===== src/rtl/cpu_sequencer.sv =====
// ---------------------------------------------------------------------------
// cpu_sequencer
//
// Control-phase sequencer for the MU0 core. It produces the one-hot
// FETCH / EXEC1 / EXEC2 phase strobes that drive the instruction decoder.
// It reads the IR opcode during EXEC1 to pick the next phase. It supports
// free-run and single-step modes and halts permanently on STP. It also keeps
// saturating debug counters for completed instructions and active cycles.
//
// Ports
//   clk        in   1      system clock, all state changes on the rising edge
//   rst_n      in   1      synchronous active-low reset
//   run        in   1      level; launches execution while the sequencer is IDLE
//   step_mode  in   1      1 = return to IDLE after every completed instruction
//   op         in   4      IR[15:12]; only looked at during EXEC1
//   fetch      out  1      fetch phase strobe
//   exec1      out  1      first execute phase strobe
//   exec2      out  1      second execute phase strobe (LDA only)
//   halted     out  1      high while in the HALT state
//   instr_cnt  out  CNT_W  completed instructions, saturating
//   cycle_cnt  out  CNT_W  cycles spent in FETCH/EXEC1/EXEC2, saturating
// ---------------------------------------------------------------------------
module cpu_sequencer #(
   parameter int          CNT_W  = 16,
   parameter logic [3:0]  LDA_OP = 4'h0,
   parameter logic [3:0]  STP_OP = 4'h7
) (
   input  logic             clk,
   input  logic             rst_n,
   input  logic             run,
   input  logic             step_mode,
   input  logic [3:0]       op,
   output logic             fetch,
   output logic             exec1,
   output logic             exec2,
   output logic             halted,
   output logic [CNT_W-1:0] instr_cnt,
   output logic [CNT_W-1:0] cycle_cnt
);

   typedef enum logic [2:0] {
      S_IDLE  = 3'd0,
      S_FETCH = 3'd1,
      S_EXEC1 = 3'd2,
      S_EXEC2 = 3'd3,
      S_HALT  = 3'd4
   } state_t;

   state_t state;
   state_t next_state;

   logic instr_done;
   logic phase_active;

   localparam logic [CNT_W-1:0] CNT_MAX = '1;
   localparam logic [CNT_W-1:0] CNT_ONE = CNT_W'(1);

   // State register. Reset is synchronous so it is only seen at a clock edge,
   // and it wins over any transition, including one that would complete an
   // instruction in EXEC2.
   always_ff @(posedge clk) begin
      if (!rst_n) begin
         state <= S_IDLE;
      end else begin
         state <= next_state;
      end
   end

   // Next-state logic plus the two events the counters care about.
   // An instruction completes on the EXEC1 exit of every non-LDA opcode (STP
   // included) and on every EXEC2 exit. Where it goes afterwards depends on
   // step_mode as sampled at that completing edge, so free-run mode has no
   // bubble between instructions.
   always_comb begin
      next_state   = state;
      instr_done   = 1'b0;
      phase_active = 1'b0;

      case (state)
         S_IDLE: begin
            if (run) begin
               next_state = S_FETCH;
            end
         end

         S_FETCH: begin
            phase_active = 1'b1;
            next_state   = S_EXEC1;
         end

         S_EXEC1: begin
            phase_active = 1'b1;
            if (op == STP_OP) begin
               instr_done = 1'b1;
               next_state = S_HALT;
            end else if (op == LDA_OP) begin
               next_state = S_EXEC2;
            end else begin
               instr_done = 1'b1;
               next_state = step_mode ? S_IDLE : S_FETCH;
            end
         end

         S_EXEC2: begin
            phase_active = 1'b1;
            instr_done   = 1'b1;
            next_state   = step_mode ? S_IDLE : S_FETCH;
         end

         S_HALT: begin
            next_state = S_HALT;
         end

         default: begin
            next_state = S_IDLE;
         end
      endcase
   end

   // Completed-instruction counter. It sticks at all-ones instead of wrapping,
   // so a long debug run never looks like a short one.
   always_ff @(posedge clk) begin
      if (!rst_n) begin
         instr_cnt <= '0;
      end else if (instr_done && (instr_cnt != CNT_MAX)) begin
         instr_cnt <= instr_cnt + CNT_ONE;
      end
   end

   // Active-cycle counter. It counts every edge taken while in a phase state,
   // and also sticks at all-ones.
   always_ff @(posedge clk) begin
      if (!rst_n) begin
         cycle_cnt <= '0;
      end else if (phase_active && (cycle_cnt != CNT_MAX)) begin
         cycle_cnt <= cycle_cnt + CNT_ONE;
      end
   end

   // The strobes are decoded straight from the registered state, so they are
   // one-hot and glitch-free relative to the clock. All of them are zero in
   // IDLE and HALT.
   always_comb begin
      fetch  = (state == S_FETCH);
      exec1  = (state == S_EXEC1);
      exec2  = (state == S_EXEC2);
      halted = (state == S_HALT);
   end

endmodule


===== config.mk =====
export PLATFORM = sky130hd
export DESIGN_NAME = cpu_sequencer
export DESIGN_NICKNAME = d
export VERILOG_FILES = /design/src/rtl/cpu_sequencer.sv
export SDC_FILE = /design/constraint.sdc
export NUM_CORES = 1
export LEC_CHECK = 0
export ABC_CLOCK_PERIOD_IN_PS = 3380
export CORE_MARGIN = 2
export CORE_UTILIZATION = 50
export DETAILED_ROUTE_END_ITERATION = 16
export PLACE_DENSITY = 0.79
export SLEW_MARGIN = 10
export SYNTH_ARGS = -nofsm -noshare
export SYNTH_HDL_FRONTEND = slang
export SYNTH_SLANG_ARGS = --single-unit

===== constraint.sdc =====
create_clock -name clk -period 3.38 [get_ports clk]
set_clock_uncertainty 0.2 [all_clocks]
set_input_delay 0.676 -clock clk [delete_from_list [all_inputs] [get_ports clk]]
set_output_delay 0.676 -clock clk [all_outputs]
set_load 0.03 [all_outputs]

After elaboration in Yosys (flattened, before gate mapping):

Index checks and enable logic that the tools add are counted.

* $add $sub $neg: 2
* mux-type cells: 9
* reductions and logical operators: 5
* equality and inequality tests: 8

Operators with widths (number)
* 16-bit by 1-bit adder with 16-bit output, second input constant: 2
* 16-bit != test, second input constant: 2
* 3-bit case mux with 5 select lines: 1
* 3-bit by 2-bit equality test with 1-bit output, second input constant: 2
* 3-bit two-way mux: 2
* 4-bit by 3-bit equality test with 1-bit output, second input constant: 1
* 4-bit zero test: 1
* 1-bit two-way mux: 4
* 3-bit by 1-bit equality test with 1-bit output, second input constant: 1
* 3-bit equality test, second input constant: 1
* 3-bit zero test: 1
* 3-bit OR reduction: 1
* 1-bit logical AND: 2
* 2-bit two-way mux: 1
* 2-bit != test, second input constant: 1
* 1-bit case mux with 2 select lines: 1

* input port bits: 8
* flip-flop bits (word level): 35
* output and inout port bits: 36

Depth between registers and ports, before layout:

Gate-level depths: netlist of the first run.

* depth after elaboration: 5
* depth in mapped cells: 6
* depth with buffers taken out: 6

Least setup slack after synthesis of the first run:

No wires, ideal clock.

* path type: flip-flop to flip-flop
* start: register instr_cnt[0]
* end: register instr_cnt[4]
* path slack: 1225 ps
* period minus slack after synthesis: 2155 ps
* cell stages (with the launch flop): 7
* required time: 3062 ps
* data arrival time: 1837 ps
* cell sequence: dfxtp_1 ha_1 nand4_1 or3_4 o211a_1 and3_1 mux2i_1

* cells in the longest elaborated chain, start to end: 2

Ends and longest elaborated chain
* start: declaration: RTL line 37 `output logic [CNT_W-1:0] instr_cnt,`
* start signal: assignment: RTL line 126 `instr_cnt <= instr_cnt + CNT_ONE;`
* parallel branches: the longest is 2 deep, another holds 16-bit by 1-bit adder with 16-bit output

Several ways; the timed one is not identified.
A chain may end at the register's enable or synchronous reset.

Final worst setup path of the first run:

* start: register state[1]
* end: output port exec2

* cells in the longest elaborated chain, start to end: 1

Ends and longest elaborated chain
* start: declaration: RTL line 49 `state_t state;`
* start signal: assignment: RTL line 65 `state <= next_state;`
* 3-bit by 2-bit equality test with 1-bit output: RTL line 146 `exec2 = (state == S_EXEC2);`
* end: declaration: RTL line 35 `output logic exec2,`

Every way passes these cells.

==> impl_results.md, run 1 <==
- Input/output buffers: 43
- Die ar.: 4089 um2
- Sink Count: 35
- Min cycle time layout: 2.781 ns
- Final std cells w/o fill: 303
- Router iterations before antenna repair: 7
- Setup CP Type: reg2out
- Crit path launch: state[1]
- CTS tree: yes
- Crit. End Element: output pin
- Seq/Total Area, Yosys: 0.3900
- Reg2reg start: instr_cnt[0]
- Crit Reg-Reg Endpoint: instr_cnt[3]
- Clock buffer depth: 2
- Final setup viols: 0
- Detailed-route wire length per cell: 12.64 um
- Root Driver: clkbuf_4
- Final Max Slew Viols: 0
- Via density: 5.541
- Bufs and invs on worst path: 1
- CTS buffer count: 5
- CP Depth: 3
- Number of flops mapped to enable cells by yosys: 0
- WP data arrival: 1.90 ns
- Most frequent cells in the layout: clkdlybuf4s50_1, dfxtp_1, nor2_1
- Initial Util: 0.5301
- Gpl congestion: 0.8442
- Area delta synth->final: 31.27%
- Share of layout cells above drive strength 1: 0.07393
- Core area: 3390 um2
- Die X: 63.95 um
- Final core utilization: 0.6958
- Hold_buf cts: 0
- Slew headroom: 0.5281
- Post-CTS Resized: 0
- FFs w/ async S/R, synth: 0
- Critical path capture point: exec2
- Worst path required time: 2.50 ns
- Commonest non-fill, non-tap cell in the layout: clkdlybuf4s50_1
- R2r worst-path depth: 6
- GR Util All Layers: 0.2031
- Die Ht: 63.95 um
- Vias in the first global route: 1465
- Final hold vios: 0
- Synthesized area: 1797 um2
- Max-Cap Viols: 0
- Wirelength, routed: 3829 um
- Fin crit share: 0.8227
- Post-CTS setup buffers: 0
- Synth Warn #: 0
- RSZ-0062 raised after global routing: no
- Crit path max-delay family: buffers and inverters
- P_leak: 0.8025 nW
- Antenna fix cells: 0
- Initial DRC count: 115
- Run status: finished, final reports clean
- Top_reg_cell synth: dfxtp_1
- Post-Place Cells: 295
- Largest net degree at the start of global routing: 22
- FP Rows: 21
- Nets@finish: 266
- Worst Hold Class: reg2reg
- DR vias: 1679
- Initial antenna violation count: 0
- DRC viols: 0
- CP Max Fanout: 11
- Fmax: 0.3596 GHz
- Cells after Synth: 210
- DP Wirelength: 2671 um
- CTS clock-pin slew for the worst setup and hold paths: 0.10 ns
- CP startpoint kind: flip-flop
- Peak supply drop: 270.9 uV
- Htree depth: 2
- Slowest cell on crit path: clkdlybuf4s50_1
- First-pass GRT wire length: 6410 um
- R2R Setup Slk: 1.24 ns
- # IOs: 44
- Setup TNS: 0 ns
- Clk_lat worst skew: 0.35 ns
- Unique masters post-synth: 44
- Crit path cell chain: nor2b_1, and2_1, clkdlybuf4s50_1
- Seq cells post-synth: 35
- Hold Startpoint: instr_cnt[4]
- Syn avg cell area: 8.556 um2
- Worst-margin pin slew: 0.7036 ns
- Gr ovfl total: 0
- Power Dens Cells: 363.8 nW/um2
- Crit-path max cell delay: 0.66 ns
- Synthesized net count: 220
- Final ANT Viol Nets: 0
[layout make-up]
type / instances / area, um2
clock buffers: 6 / 51.30
clock inverters: 2 / 35.03
fillers: 282 / 1031
inverters: 2 / 7.507
multi-input cells: 167 / 1061
flip-flops and latches: 35 / 700.7
well taps: 46 / 57.56
repair buffers: 45 / 445.4
[power breakdown]
group | switching, mW | total [mW] | internal [mW]
logic | 0.0541 | 0.0979 | 0.0438
registers | 0.0154 | 0.436 | 0.421
clock network | 0.149 | 0.324 | 0.175
[worst register-to-register path, stage by stage (launching register included)]
cell	delay [ns]
dfxtp_1	0.42
ha_1	0.21
nand4_1	0.17
nor3_1	0.50
a21boi_2	0.17
and4_2	0.27
mux2i_1	0.11
[flip-flops by register name, summed over array words and instances, names as in the netlist]
signal	cells
state	3
instr_cnt	16
cycle_cnt	16
[synth_stat cells (2+ instances only)]
cell | instances | area [um2]
dfxtp_1 | 35 | 700.7
nor2_1 | 28 | 105.1
nand2_1 | 17 | 63.81
xnor2_1 | 16 | 140.1
nor3_1 | 13 | 65.06
nand3_1 | 12 | 60.06
a21oi_1 | 7 | 35.03
nand2b_1 | 6 | 37.54
nand4_1 | 6 | 37.54
and3_1 | 5 | 31.28
o21ai_0 | 5 | 25.02
clkbuf_1 | 4 | 15.01
mux2i_1 | 4 | 40.04
nor3b_1 | 4 | 30.03
a211oi_1 | 3 | 22.52
nor2b_1 | 3 | 18.77
o31ai_1 | 3 | 22.52
or3_1 | 3 | 18.77
xor2_1 | 3 | 26.28
a31oi_1 | 2 | 12.51
and2_1 | 2 | 12.51
and4_1 | 2 | 17.52
ha_1 | 2 | 25.02
inv_1 | 2 | 7.510
nor4b_1 | 2 | 17.52
o211ai_1 | 2 | 15.01
or3_4 | 2 | 22.52
[worst min-delay path by stage]
stage | end | slack [ns] | cells past startpoint
2_1_floorplan | state[0] | 0.28 | 1
3_3_place_gp | instr_cnt[9] | 0.29 | 2
3_5_place_dp | instr_cnt[4] | 0.30 | 2
4_1_cts | instr_cnt[4] | 0.31 | 2
5_1_grt | instr_cnt[4] | 0.33 | 2
6_report | instr_cnt[4] | 0.32 | 2
[stage by stage]
stage / power [mW] / cell area [um2] / setup slack, ns / hold slack [ns]
finish: 0.8580 / 2359 / 0.5993 / 0.3169
global route: 0.8984 / 2359 / 0.4837 / 0.3330
CTS: 0.8664 / 2359 / 0.5965 / 0.3134
detailed placement: 0.5439 / 2272 / 0.7267 / 0.2969
global placement: 0.5420 / 2272 / 0.7895 / 0.2931
floorplan: 0.5069 / 1797 / 1.225 / 0.2849
[per-layer routing]
metal | vias up | track usage | share of wire
met3 | 11 | 0.06866 | 0.057
met2 | 53 | 0.3177 | 0.46
li1 | 845 | - | -
met1 | 770 | 0.2445 | 0.46
met5 | - | 0 | 0
met4 | 0 | 0.1087 | 0.025
[kinds of logic after synthesis]
family / count (synthesis) / synth area share
buffers and inverters: 8 / 0.01950
adder cells (fa/ha/maj): 2 / 0.01393
multiplexers: 4 / 0.02229
XOR/XNOR: 19 / 0.09262
flip-flops: 35 / 0.3900
AO/OA/AOI/OAI: 30 / 0.1191
AND/OR/NAND/NOR: 112 / 0.3426
No activity file was read; power rests on OpenSTA's default activity.
==> run 2, diff against run 1 <==
- ABC_CLOCK_PERIOD_IN_PS: 3380 -> 2450
- CORE_UTILIZATION: 50 -> 44
- PLACE_DENSITY: 0.79 -> 0.73
- clock period: 3.38 -> 2.45 ns (I/O delays scaled with it)
==> run 2 against run 1 <==
Combinational power increased by 45%. First-iteration DRC count decreased by 1.7%. Largest power group unchanged. Flip-flop and latch count unchanged. Power increased by 40%. Sequential share of layout area decreased by 0.57 points. Via count decreased by 1.2%. Die area increased by 13%.
==> impl_results.md, run 2 (synthesized netlist as in run 1, its figures left out) <==
- DR WL met3: 189 um
- Run status: finished, final reports clean
- Hold Startpoint: instr_cnt[4]
- DP Worst Slack: -0.01410 ns
- R2r worst-path depth: 6
- Nets@finish: 269
- Bufs and invs on worst path: 1
- Multi-input gate area: 1061 um2
- Sw Share: 0.2473
- First-pass GRT wire length: 6472 um
- Highest Signal Layer: met4
- Worst-margin pin slew: 0.5036 ns
- Crit-path max cell delay: 0.67 ns
- FP Rows: 23
- NetSw: 0.2963 mW
- FILL cells: 358
- Min cycle time layout: 2.339 ns
- Clock share of power: 0.381
- Initial Util: 0.4524
- Slowest cell on crit path: clkdlybuf4s50_1
- Worst Hold End: instr_cnt[4]
- GR Util All Layers: 0.1873
- Post-Place Cells: 302
- Htree depth: 2
- Sequential Area: 701.9 um2
- Worst Hold Class: reg2reg
- Final std cells w/o fill: 310
- Commonest non-fill, non-tap cell in the layout: clkdlybuf4s50_1
- CTS buffer count: 5
- Area delta synth->final: 34.05%
- Final hold vios: 0
- CP Max Fanout: 8
- # IOs: 44
- CTS clock-pin slew for the worst setup and hold paths: 0.06 ns
- Top flop regs: cycle_cnt (16), instr_cnt (16), state (3)
- Via density: 5.352
- Sink Count: 35
- Most frequent cells in the layout: clkdlybuf4s50_1, dfxtp_1, nor2_1
- Share of layout cells above drive strength 1: 0.08462
- Wirelength, routed: 3909 um
- Crit path cell chain: nand2b_1, nor2_1, clkdlybuf4s50_1
- WP data arrival: 1.65 ns
- Clock buffer depth: 2
- Root Driver: clkbuf_8
- Worst setup margin: 0.1106 ns
- Pint: 0.9019 mW
- Peak supply drop: 309.9 uV
- DRC viols: 0
- Die Ht: 67.90 um
- Crit. End Element: output pin
- Met2 wire length: 1844 um
- Die X: 67.90 um
- DRT met1 WL: 1796 um
- Power Dens Cells: 497.5 nW/um2
- R2R Setup Slk: 0.34 ns
- Largest net degree at the start of global routing: 17
- Setup CP Type: reg2out
- Core area: 3971 um2
- Gpl congestion: 0.8129
- Input/output buffers: 43
- Final Max Slew Viols: 0
- Slew headroom: 0.6617
- Final hold slack: 0.3110 ns
- Final core utilization: 0.6065
- Clk_lat worst skew: 0.29 ns
- P_leak: 0.8738 nW
- Detailed-route wire length per cell: 12.61 um
- RSZ-0062 raised after global routing: no
- Logic gate share of total power: 0.119
- Gr ovfl total: 0
- Initial DRC count: 113
- Final ANT Viol Nets: 0
- Router iterations before antenna repair: 4
- Fmax: 0.4275 GHz
- Worst path required time: 1.76 ns
- Die ar.: 4610 um2
- Antenna fix cells: 0
- CTS tree: yes
- CP startpoint kind: flip-flop
- Fin crit share: 0.9548
- DR vias: 1659
- Final setup viols: 0
- Initial antenna violation count: 0
- DP Wirelength: 2866 um
- Crit Reg-Reg Endpoint: instr_cnt[4]
- Seq pwr share: 0.501
- Vias in the first global route: 1483
- WHS Path Cells: 2
- Crit path max-delay family: buffers and inverters
- Max-Cap Viols: 0
- Reg2reg start: instr_cnt[0]
[run 2: timing repair]
item	4_1_cts	5_1_grt
buffers inserted	0	0
setup endpoints to repair	0	3
hold buffers	0	0
gates resized for setup	0	4
[run 2: how the worst max path moves through the flow]
| stage | end | from | cells past startpoint | slack, ns |
|---|---|---|---|---|
| after floorplan | instr_cnt[4] | instr_cnt[0] | 6 | 0.29 |
| after global placement | instr_cnt[9] | op[1] | 6 | 0.03 |
| after detailed placement | instr_cnt[9] | op[1] | 6 | -0.01 |
| after CTS | fetch | state[1] | 3 | 0.02 |
| after global routing | exec1 | state[1] | 3 | 0.02 |
| final | exec1 | state[2] | 3 | 0.11 |
[run 2: routing by layer]
| metal | vias to the layer above | global-route usage |
|---|---|---|
| li1 | 853 | - |
| met1 | 761 | 0.2215 |
| met2 | 36 | 0.3211 |
| met3 | 9 | 0.04112 |
| met4 | 0 | 0.09000 |
| met5 | - | 0 |
[run 2: cell type report]
type	count	share of cell area
multi-input combinational	167	0.4405
tap	50	0.02597
clock buffer	8	0.04156
inverter	2	0.003117
timing repair buffer	48	0.1974
sequential	35	0.2914
[run 2: worst register-to-register path, stage by stage, from the launching register on]
cell and delay, ns:
dfxtp_1 0.42, ha_1 0.21, nand4_1 0.18, or3_4 0.44
o211a_1 0.25, and3_1 0.20, mux2i_1 0.11
[run 2: power groups by stage]
stage                     Clock [mW]  Combinational (mW)  Sequential, mW
after detailed placement           0               0.144           0.612
after floorplan                    0              0.0785           0.621
final                          0.456               0.142           0.600
after global placement             0               0.141           0.612
after CTS                      0.467               0.145           0.599
after global routing           0.500               0.156           0.603
[run 2: through the flow]
stage	power (mW)	setup TNS (ns)	area, um2
after floorplan	0.6993	0	1797
after global placement	0.7537	0	2300
after detailed placement	0.7564	-0.01410	2300
after CTS	1.211	0	2400
after global routing	1.259	0	2409
final	1.198	0	2409
==> run 3, diff against run 2 <==
- CELL_PAD_IN_SITES_DETAIL_PLACEMENT: unset -> 0
- CELL_PAD_IN_SITES_GLOBAL_PLACEMENT: unset -> 2
- CORE_UTILIZATION: 44 -> 26
- PLACE_DENSITY: 0.73 -> 0.74
==> run 3 against run 2 <==
Power rose by 0.56%. Count of clock-buffer cells in the layout did not move. Non-clock buffer count rose by 7. Sequential share of layout area fell by 1.1 points. Die area rose by 65%. Combinational power rose by 6%. Wire length rose by 7.4%. Clock power barely moved. Setup slack improved by 0.19 ns. Critical path depth fell by 2. Core utilization fell by 24 points. Critical path type unchanged. Largest power group unchanged.
==> impl_results.md, run 3 (synthesized netlist as in run 1, its figures left out) <==
- Setup CP Type: reg2out
- Power Dens Cells: 481.8 nW/um2
- Critical path capture point: instr_cnt[5]
- Run status: finished, final reports clean
- Fmax: 0.4661 GHz
- CP Max Fanout: 7
- CTS tree: yes
- DR vias: 1646
- Commonest non-fill, non-tap cell in the layout: clkdlybuf4s50_1
- Final Max Slew Viols: 0
- Worst-margin pin slew: 0.4592 ns
- Antenna fix cells: 0
- Final hold vios: 0
- WP data arrival: 1.46 ns
- Clock buffer depth: 2
- Crit path max-delay family: buffers and inverters
- Root Driver: clkbuf_8
- Router iterations before antenna repair: 4
- Detailed-route wire length per cell: 12.10 um
- CP startpoint kind: flip-flop
- Initial Util: 0.2659
- # IOs: 44
- Area delta synth->final: 39.21%
- Slowest cell on crit path: clkdlybuf4s50_1
- Bufs and invs on worst path: 1
- Largest net degree at the start of global routing: 14
- Worst setup margin: 0.3044 ns
- R2r worst-path depth: 6
- Share of layout cells above drive strength 1: 0.1086
- Vias in the first global route: 1494
- Crit-path max cell delay: 0.72 ns
- Wirelength, routed: 4197 um
- Initial antenna violation count: 0
- Sequential Area: 701.9 um2
- CTS clock-pin slew for the worst setup and hold paths: 0.07 ns
- Fin crit share: 0.8757
- GR Util All Layers: 0.1164
- Sink Count: 35
- FP Rows: 30
- Peak supply drop: 158.7 uV
- FILL cells: 699
- Final ANT Viol Nets: 0
- Hold_buf cts: 0
- Post-CTS Resized: 0
- Multi-input gate area: 1061 um2
- Via density: 4.744
- Crit. End Element: output pin
- Crit path launch: instr_cnt[5]
- DP Wirelength: 3150 um
- Die X: 87.13 um
- Final setup viols: 0
- Slew headroom: 0.6916
- Gpl congestion: 0.7146
- Input/output buffers: 43
- Worst Hold Class: reg2reg
- DP Worst Slack: 0.1225 ns
- First-pass GRT wire length: 7003 um
- Worst path required time: 1.76 ns
- Setup TNS: 0 ns
- Die ar.: 7592 um2
- Final std cells w/o fill: 347
- Crit Reg-Reg Endpoint: instr_cnt[4]
- Post-CTS setup buffers: 0
- Die Ht: 87.13 um
- DRC viols: 0
- Total Power: 1.205 mW
- Top flop regs: cycle_cnt (16), instr_cnt (16), state (3)
- Initial DRC count: 32
- Crit path cell chain: clkdlybuf4s50_1
- Final hold slack: 0.3069 ns
- CP Depth: 1
- CTS buffer count: 5
- Reg2reg start: instr_cnt[0]
- Most frequent cells in the layout: clkdlybuf4s50_1, dfxtp_1, nor2_1
- Nets@finish: 276
- Post-Place Cells: 339
- Core area: 6756 um2
- P_leak: 0.9256 nW
- Gr ovfl total: 0
- Max-Cap Viols: 0
- Clk_lat worst skew: 0.28 ns
- R2R Setup Slk: 0.37 ns
- RSZ-0062 raised after global routing: no
- Htree depth: 2
- Min cycle time layout: 2.146 ns
==> run 3: cell types whose count changed in the layout (fill, tap and decap cells not counted) <==
cell | previous run | this run
dlymetal6s2s_1 | 3 | 4
buf_4 | 5 | 12
clkdlybuf4s50_1 | 40 | 39
==> run 3: stage by stage <==
step,cell area (um2),util
6_report,2501,0.3702
2_1_floorplan,1797,-
5_1_grt,2501,0.3702
3_5_place_dp,2390,0.3537
4_1_cts,2490,0.3685
3_3_place_gp,2390,0.3537
==> run 3: routing by layer <==
layer,vias to the layer above,global-route usage,wire length (um)
li1,864,-,-
met1,750,0.1496,2024
met2,30,0.1860,2009
met3,2,0.03602,139
met4,0,0.03776,24
met5,-,0,0
==> run 3: final cells by class <==
cell class | instances | area share
Multi-Input combinational cell | 167 | 0.4242
Sequential cell | 35 | 0.2806
Timing Repair Buffer | 55 | 0.2121
Clock buffer | 8 | 0.04002
Tap cell | 80 | 0.04002
Inverter | 2 | 0.003001
==> run 3: worst min-delay path by stage <==
stage / from / end / depth (start not counted)
4_1_cts: instr_cnt[4] / instr_cnt[4] / 2
3_5_place_dp: instr_cnt[4] / instr_cnt[4] / 2
2_1_floorplan: state[2] / state[0] / 1
5_1_grt: instr_cnt[4] / instr_cnt[4] / 2
6_report: instr_cnt[9] / instr_cnt[9] / 2
3_3_place_gp: instr_cnt[7] / instr_cnt[7] / 1
==> run 3: power by group <==
| part | leakage (nW) | total (mW) | switching, mW | internal, mW |
|---|---|---|---|---|
| clock | 0.0515 | 0.454 | 0.198 | 0.257 |
| sequential | 0.283 | 0.600 | 0.0187 | 0.581 |
| combinational | 0.591 | 0.151 | 0.0801 | 0.0706 |
==> run 3: worst reg2reg max path, stage by stage, from the launching register on <==
cell and delay (ns):
dfxtp_1 0.41, ha_1 0.21, nand4_1 0.17, or3_4 0.44, o211a_1 0.24, and3_1 0.20, mux2i_1 0.11
